File: src/rtl/matmul_sequencer.sv
// Sequencer for one sigma^T*J*sigma energy job on the MatMul datapath.
//
// A job carries sigma, the previous energy and the J base address. The
// sequencer locks the shared J memory port, then issues one chunk address per
// cycle. It pulses dp_start so that chunk k reaches the datapath in the
// datapath's k-th accumulate cycle. It then captures the final energy and
// returns it over a valid/ready handshake, together with an accept flag that
// is set when the energy went down.
//
// Ports:
//   clk, rst                        clock, synchronous active-high reset
//   cmd_valid/ready, cmd_*          job request (ready only while idle)
//   mem_req/gnt                     memory port lock handshake (gnt is a level)
//   mem_addr_valid, mem_addr        one strobe per chunk, base + chunk index
//   dp_start, dp_sigma,
//   dp_energy_prev, dp_energy       datapath control and running energy
//   res_valid/ready, res_energy,
//   res_accept                      result handshake
//   busy                            high in every state except idle
//   perf_jobs, perf_accepts         only when MATMUL_SEQ_PERF_CNT_EN is defined
//
// Optional feature: define MATMUL_SEQ_PERF_CNT_EN to add the two 32-bit
// performance counters.

module matmul_sequencer #(
  parameter int unsigned VECTOR_SIZE     = 256,
  parameter int unsigned J_ELEMENT_WIDTH = 4,
  parameter int unsigned MEM_BANDWIDTH   = 1024,
  parameter int unsigned ADDR_WIDTH      = 16,
  parameter int unsigned MEM_LATENCY     = 2,
  localparam int unsigned J_COLS_PER_READ = MEM_BANDWIDTH / (VECTOR_SIZE * J_ELEMENT_WIDTH),
  localparam int unsigned NUM_J_CHUNKS    = VECTOR_SIZE / J_COLS_PER_READ,
  localparam int unsigned ENERGY_WIDTH    = 2 * $clog2(VECTOR_SIZE) + J_ELEMENT_WIDTH + 1
) (
  input  logic                    clk,
  input  logic                    rst,
  input  logic                    cmd_valid,
  output logic                    cmd_ready,
  input  logic [VECTOR_SIZE-1:0]  cmd_sigma,
  input  logic [ENERGY_WIDTH-1:0] cmd_energy_prev,
  input  logic [ADDR_WIDTH-1:0]   cmd_base_addr,
  output logic                    mem_req,
  input  logic                    mem_gnt,
  output logic                    mem_addr_valid,
  output logic [ADDR_WIDTH-1:0]   mem_addr,
  output logic                    dp_start,
  output logic [VECTOR_SIZE-1:0]  dp_sigma,
  output logic [ENERGY_WIDTH-1:0] dp_energy_prev,
  input  logic [ENERGY_WIDTH-1:0] dp_energy,
  output logic                    res_valid,
  input  logic                    res_ready,
  output logic [ENERGY_WIDTH-1:0] res_energy,
  output logic                    res_accept,
`ifdef MATMUL_SEQ_PERF_CNT_EN
  output logic [31:0]             perf_jobs,
  output logic [31:0]             perf_accepts,
`endif
  output logic                    busy
);

  // One tick counter runs from the first address cycle (tick 0) to capture.
  localparam int unsigned LastIssue = NUM_J_CHUNKS - 1;
  localparam int unsigned StartTick = MEM_LATENCY - 1;
  // Datapath accumulates at StartTick+1 .. StartTick+NUM_J_CHUNKS; sample one later.
  localparam int unsigned CapTick   = StartTick + NUM_J_CHUNKS + 1;
  localparam int unsigned TickW     = $clog2(CapTick + 1) + 1;

  typedef enum logic [2:0] {StIdle, StLock, StIssue, StWait, StResp} state_e;

  state_e                  state_q, state_d;
  logic [TickW-1:0]        tick_q, tick_d;
  logic [VECTOR_SIZE-1:0]  sigma_q;
  logic [ENERGY_WIDTH-1:0] energy_prev_q;
  logic [ADDR_WIDTH-1:0]   base_q;
  logic [ENERGY_WIDTH-1:0] res_energy_q;
  logic                    res_accept_q;
  logic                    capture;

  always_comb begin
    state_d        = state_q;
    tick_d         = tick_q;
    cmd_ready      = 1'b0;
    mem_req        = 1'b0;
    mem_addr_valid = 1'b0;
    mem_addr       = '0;
    dp_start       = 1'b0;
    res_valid      = 1'b0;
    capture        = 1'b0;

    unique case (state_q)
      StIdle: begin
        cmd_ready = 1'b1;
        if (cmd_valid) state_d = StLock;
      end
      StLock: begin
        mem_req = 1'b1;
        if (mem_gnt) begin
          state_d = StIssue;
          tick_d  = '0;
        end
      end
      StIssue: begin
        // mem_gnt is deliberately not looked at here: a drop is ignored.
        mem_req        = 1'b1;
        mem_addr_valid = 1'b1;
        mem_addr       = base_q + ADDR_WIDTH'(tick_q);
        tick_d         = tick_q + 1'b1;
        if (tick_q == TickW'(LastIssue)) state_d = StWait;
      end
      StWait: begin
        tick_d = tick_q + 1'b1;
        if (tick_q == TickW'(CapTick)) begin
          capture = 1'b1;
          state_d = StResp;
        end
      end
      StResp: begin
        res_valid = 1'b1;
        if (res_ready) state_d = StIdle;
      end
      default: state_d = StIdle;
    endcase

    // The start pulse can land in either issue or wait, depending on latency.
    if ((state_q == StIssue || state_q == StWait) && tick_q == TickW'(StartTick)) begin
      dp_start = 1'b1;
    end
  end

  always_ff @(posedge clk) begin
    if (rst) begin
      state_q       <= StIdle;
      tick_q        <= '0;
      sigma_q       <= '0;
      energy_prev_q <= '0;
      base_q        <= '0;
      res_energy_q  <= '0;
      res_accept_q  <= 1'b0;
    end else begin
      state_q <= state_d;
      tick_q  <= tick_d;
      if (cmd_valid && cmd_ready) begin
        sigma_q       <= cmd_sigma;
        energy_prev_q <= cmd_energy_prev;
        base_q        <= cmd_base_addr;
      end
      if (capture) begin
        res_energy_q <= dp_energy;
        res_accept_q <= $signed(dp_energy) < $signed(energy_prev_q);
      end
    end
  end

`ifdef MATMUL_SEQ_PERF_CNT_EN
  logic [31:0] perf_jobs_q, perf_accepts_q;

  always_ff @(posedge clk) begin
    if (rst) begin
      perf_jobs_q    <= '0;
      perf_accepts_q <= '0;
    end else if (res_valid && res_ready) begin
      perf_jobs_q <= perf_jobs_q + 32'd1;
      if (res_accept_q) perf_accepts_q <= perf_accepts_q + 32'd1;
    end
  end

  assign perf_jobs    = perf_jobs_q;
  assign perf_accepts = perf_accepts_q;
`endif

  assign busy           = (state_q != StIdle);
  assign dp_sigma       = sigma_q;
  assign dp_energy_prev = energy_prev_q;
  assign res_energy     = res_energy_q;
  assign res_accept     = res_accept_q;

endmodule

File: config.mk
export PLATFORM = sky130hd
export DESIGN_NAME = matmul_sequencer
export DESIGN_NICKNAME = d
export VERILOG_FILES = /design/src/rtl/matmul_sequencer.sv
export SDC_FILE = /design/constraint.sdc
export NUM_CORES = 1
export LEC_CHECK = 0
export ABC_AREA = 1
export CORE_AREA = 2 2 250 252
export CTS_CLUSTER_DIAMETER = 80
export DETAILED_ROUTE_END_ITERATION = 8
export DIE_AREA = 0 0 252 254
export PLACE_DENSITY_LB_ADDON = 0.15
export SYNTH_ARGS = -nofsm -noshare
export SYNTH_HDL_FRONTEND = slang
export SYNTH_SLANG_ARGS = --single-unit
File: constraint.sdc
create_clock -name clk -period 3 [get_ports clk]
set_clock_uncertainty 0.1 [all_clocks]
set_input_delay 0.3 -clock clk [delete_from_list [all_inputs] [get_ports clk]]
set_output_delay 0.3 -clock clk [all_outputs]
set_load 0.01 [all_outputs]
## Yosys cells after proc, flatten, opt, wreduce, memory -nomap -nowiden

Cells that the tools add are included.

- Flip-flop bits (word level): 328
- Input bits: 319
- Output and inout bits: 321
- Word-level logic and storage cells: 48

- Reduce and logical (&&, ||, !) cells: 10
- $lt $le $gt $ge: 1
- Multiplexer cells: 16
- Equal/unequal tests: 12
- Add/sub/neg operators: 2

Operators by type and width:

| cell | count |
|---|---|
| $lt A21 B21 Y1 | 1 |
| $pmux W10 S2 | 1 |
| $add A16 B10 Y16 | 1 |
| $mux W16 | 1 |
| $mux W3 | 5 |
| $pmux W3 S5 | 1 |
| $add A10 B1 Y10 const B | 1 |
| $eq A10 B1 Y1 const B | 1 |
| $eq A10 B8 Y1 const B | 1 |
| $eq A10 B9 Y1 const B | 1 |
| $mux W10 | 1 |
| $ne A2 B2 Y1 const B | 5 |
| $mux W1 | 7 |
| $eq A3 B2 Y1 const B | 2 |
| $reduce_and A5 Y1 | 1 |
| $reduce_or A2 Y1 | 2 |
| $eq A3 B1 Y1 const B | 1 |
| $eq A3 B3 Y1 const B | 1 |
| $logic_not A3 Y1 | 1 |
| $reduce_bool A3 Y1 | 1 |
| $logic_and A1 B1 Y1 | 2 |
| $reduce_and A2 Y1 | 1 |
| $reduce_bool A2 Y1 | 1 |
| $logic_or A1 B1 Y1 | 1 |

## Logic depth before layout (Yosys ltp)

- Depth in word-level cells: 4
- Gate-level depth with buffers: 14
- Depth with buffers taken out: 14

## Least setup slack after synthesis

OpenSTA, ideal clock, no wires.

- Kind: register -> output
- Start: register tick_q[0]
- End: output port mem_addr[14]
- Stages on the path, launching flop included: 10
- Data arrival time: 1.727 ns
- Path slack: 0.873 ns
- Path through: dfxtp_1 > ha_1 > inv_1 > fa_1 > inv_1 > nand3_1 > nand3_1 > nand2_1 > xor2_1 > nor2_1

- Cells in the longest elaborated chain, start to end: 2

Ends and longest elaborated chain:

| element | RTL line | RTL |
|---|---|---|
| start: declaration | 71 | `logic [TickW-1:0] tick_q, tick_d;` |
| start signal: assignment | 141 | `tick_q <= tick_d;` |
| $add A16 B10 Y16 | 106 | `mem_addr = base_q + ADDR_WIDTH'(tick_q);` |
| $mux W16 | 90 | `unique case (state_q)` |
| end: declaration | 45 | `output logic [ADDR_WIDTH-1:0] mem_addr,` |

Every way passes these cells.

## Worst setup path after layout

- Start: register tick_q[0]
- End: output port mem_addr[8]

Same word-level chain as after synthesis.

==> metrics.txt <==
status finished clean; YS warnings 0; Initial Util 0.215; worst min path class input pin to register; # rows 91; most frequent cell after synthesis nand2_1; Area growth, synth to finish 64.2%; Max Clk Rate between 0.3 and 0.4 GHz; DR DRC count 0; DRT iter0 DRCs 855; Nets ~2600; Synth top cells by count nand2_1 (353), dfxtp_1 (328), a21oi_1 (323); Overflow after GRT 0; Vias about 14000; hold-fix buffers at CTS 0; Pwr Total approximately 17000 uW; core region area approximately 61000 um^2; I/O Buffers 639; die height about 250 um; postcts setup bufs 0; Worst-path clk slew 0.06 ns; Cells after Synth 1716; drt via density roughly 4.5; Worst Setup Start Kind register; Synth Area in XOR/XNOR 0.00200; later-pin clock latency in the skew report between 0.5 and 0.6 ns; post-route ant nets 0; WL/cell 18.8 um; Synth top area share 0.499; EDFF count, synth 0; vias in the first global route ~14000; sequential area share after synthesis 0.499; Die Width around 250 um; Worst Tran Pin Value around 0.90 ns; Sequential cell area between 6000 and 7000 um^2; Worst VDD drop 0.446 mV; area occupied by multi-input gates around 5700 um^2; Synth Area in Adders 0.0329; routed length on met1 23400 um; 1st-pass router iterations 6; Netlist cell types 34; synth top area cells dfxtp_1 (50%), a21oi_1 (12%), nand3_1 (11%); setup repair after global routing missed its margin true; Root Buffer clkbuf_16; post-synthesis register bit count roughly 330; leakage power between 0.008 and 0.009 uW; largest area contributor in the netlist dfxtp_1; max-capacitance violation count 0; largest family of logic cells by synthesized area simple AND/OR/NAND/NOR gates; HPWL after DPL between 40000 and 50000 um; crit path DAT 2.47 ns; cts bufs inserted 42; CP Class register to primary output; crit path max fanout 4; PwrDens just under 800 nW/um^2; Max Buffers Root-to-Sink 3; Fin. Hold Viols 0; initial antenna violation count 5; met3 wire len around 5300 um; FILL cells around 6300; met2 wire len 28600 um; post-route cell area 21600 um^2; worst path required time around 2.6 ns; Worst setup EP type primary output; drt total wl 58600 um; CTS H-tree lvls 2; die area 64000 um^2; Avg Inst Size Synth approximately 7.7 um^2; Post-synth ARST share 0; # clock sinks 328; slew margin rel. 0.403; share of layout cells above drive strength 1 0.0513; DR top layer met5; Simple-Gate Fraction of Synth Area 0.243; Synth Area in Compound Gates 0.154; gr usage total 0.174; most common flop cell mapped by yosys dfxtp_1; Resized cells post-CTS 22; largest net degree at the start of global routing around 170; Slew Viols, Final 0; first-pass GRT wire length 86800 um; Cell Area, Synth around 13000 um^2; syn_nets around 2100; minimum clock period 2.87 ns; Cell Area, Placed ~20000 um^2; Top Ports 640; post-synthesis mux area share 0; CTS tree yes; GPL Wtd Cong roughly 0.83; fin crit share 0.958; Finish-stage setup viols 0
[report_power, final]
part           internal [uW]  switching (uW)  leakage (uW)
combinational           2690            3610       0.00466
sequential              5180             459       0.00268
clock                   3100            2020      0.000689
total                  11000            6090       0.00803
[sequential cells by signal, summed over array words and instances (netlist names)]
register        count
base_q             16
dp_energy_prev     21
dp_sigma          256
res_accept          1
res_energy         21
state_q             3
tick_q             10
[worst max-delay path, stage by stage, from the launching register on]
cell and delay (ns):
dfxtp_1 0.33, ha_1 0.18, inv_1 0.06, fa_1 0.38, inv_1 0.14, a21oi_2 0.08
o21bai_1 0.17, nor2_1 0.06, nor2_1 0.22, clkdlybuf4s15_2 0.28
[routing by layer]
layer | up-vias | GRT usage
met1 | 6537 | 0.202
met4 | 4 | 0.0519
met2 | 480 | 0.299
met5 | - | 0
li1 | 6901 | -
met3 | 84 | 0.0648
[through the flow]
step	setup slack, ns	TNS, ns	utilization	hold WS (ns)	cells
floorplan	0.873	0	-	0.335	1716
global placement	0.0652	0	0.330	0.347	3035
global route	-0.0296	-0.0428	0.353	0.119	3113
detailed placement	0.0631	0	0.330	0.351	3035
CTS	0.00164	0	0.353	0.0898	3110
finish	0.126	0	0.353	0.0956	3113
[layout make-up]
type	count	area share
clock inverter	11	0.00521
multi-input combinational	1176	0.265
timing repair buffer	663	0.306
clock buffer	64	0.0591
sequential	328	0.304
inverter	78	0.0139
antenna	3	0.000347
tap	790	0.0457
[cell families (layout without fill, tap and decap cells)]
group,count (synthesis),count (layout)
xor gates and xnor gates,3,3
buffers and inverters,212,816
other,0,3
adders and majority gates,34,34
DFF,328,328
and+or+nand+nor,741,741
AOI/OAI and AO/OA,398,398
[worst paths after layout]
| check | from | end | slack (ns) | cells after the start |
|---|---|---|---|---|
| setup / recovery | tick_q[0] | mem_addr[8] | 0.13 | 9 |
| hold / removal | rst | state_q[1] | 0.1 | 2 |
| setup reg to reg | state_q[2] | dp_sigma[174] | 0.84 | 7 |
| hold reg to reg | dp_sigma[22] | dp_sigma[22] | 0.36 | 2 |
[layout by cell type, fill, tap and decap left out, types with 2 or more instances in the layout]
cell             netlist  routed
a211oi_1               2       2
a21o_1                 3       3
a21oi_1              323     321
a21oi_2                0       2
a31oi_1                3       3
buf_12                 0       6
buf_4                  5      18
bufinv_16              0       2
clkbuf_1              65      11
clkbuf_16              0      45
clkbuf_2               0       7
clkbuf_8               0      10
clkdlybuf4s50_1        0     624
clkinv_2               0       7
dfxtp_1              328     326
dfxtp_2                0       2
diode_2                0       3
dlygate4sd2_1          0       4
ha_1                  33      32
inv_1                 75      75
inv_2                  3       2
nand2_1              353     353
nand2_2                4       3
nand3_1              286     285
nand4_1                3       3
nor2_1                81      81
nor3_1                 8       7
nor3_2                 2       3
o21ai_0               56      54
o21ai_1                4       5
xor2_1                 3       3
Power figures use the tool's default switching activity.
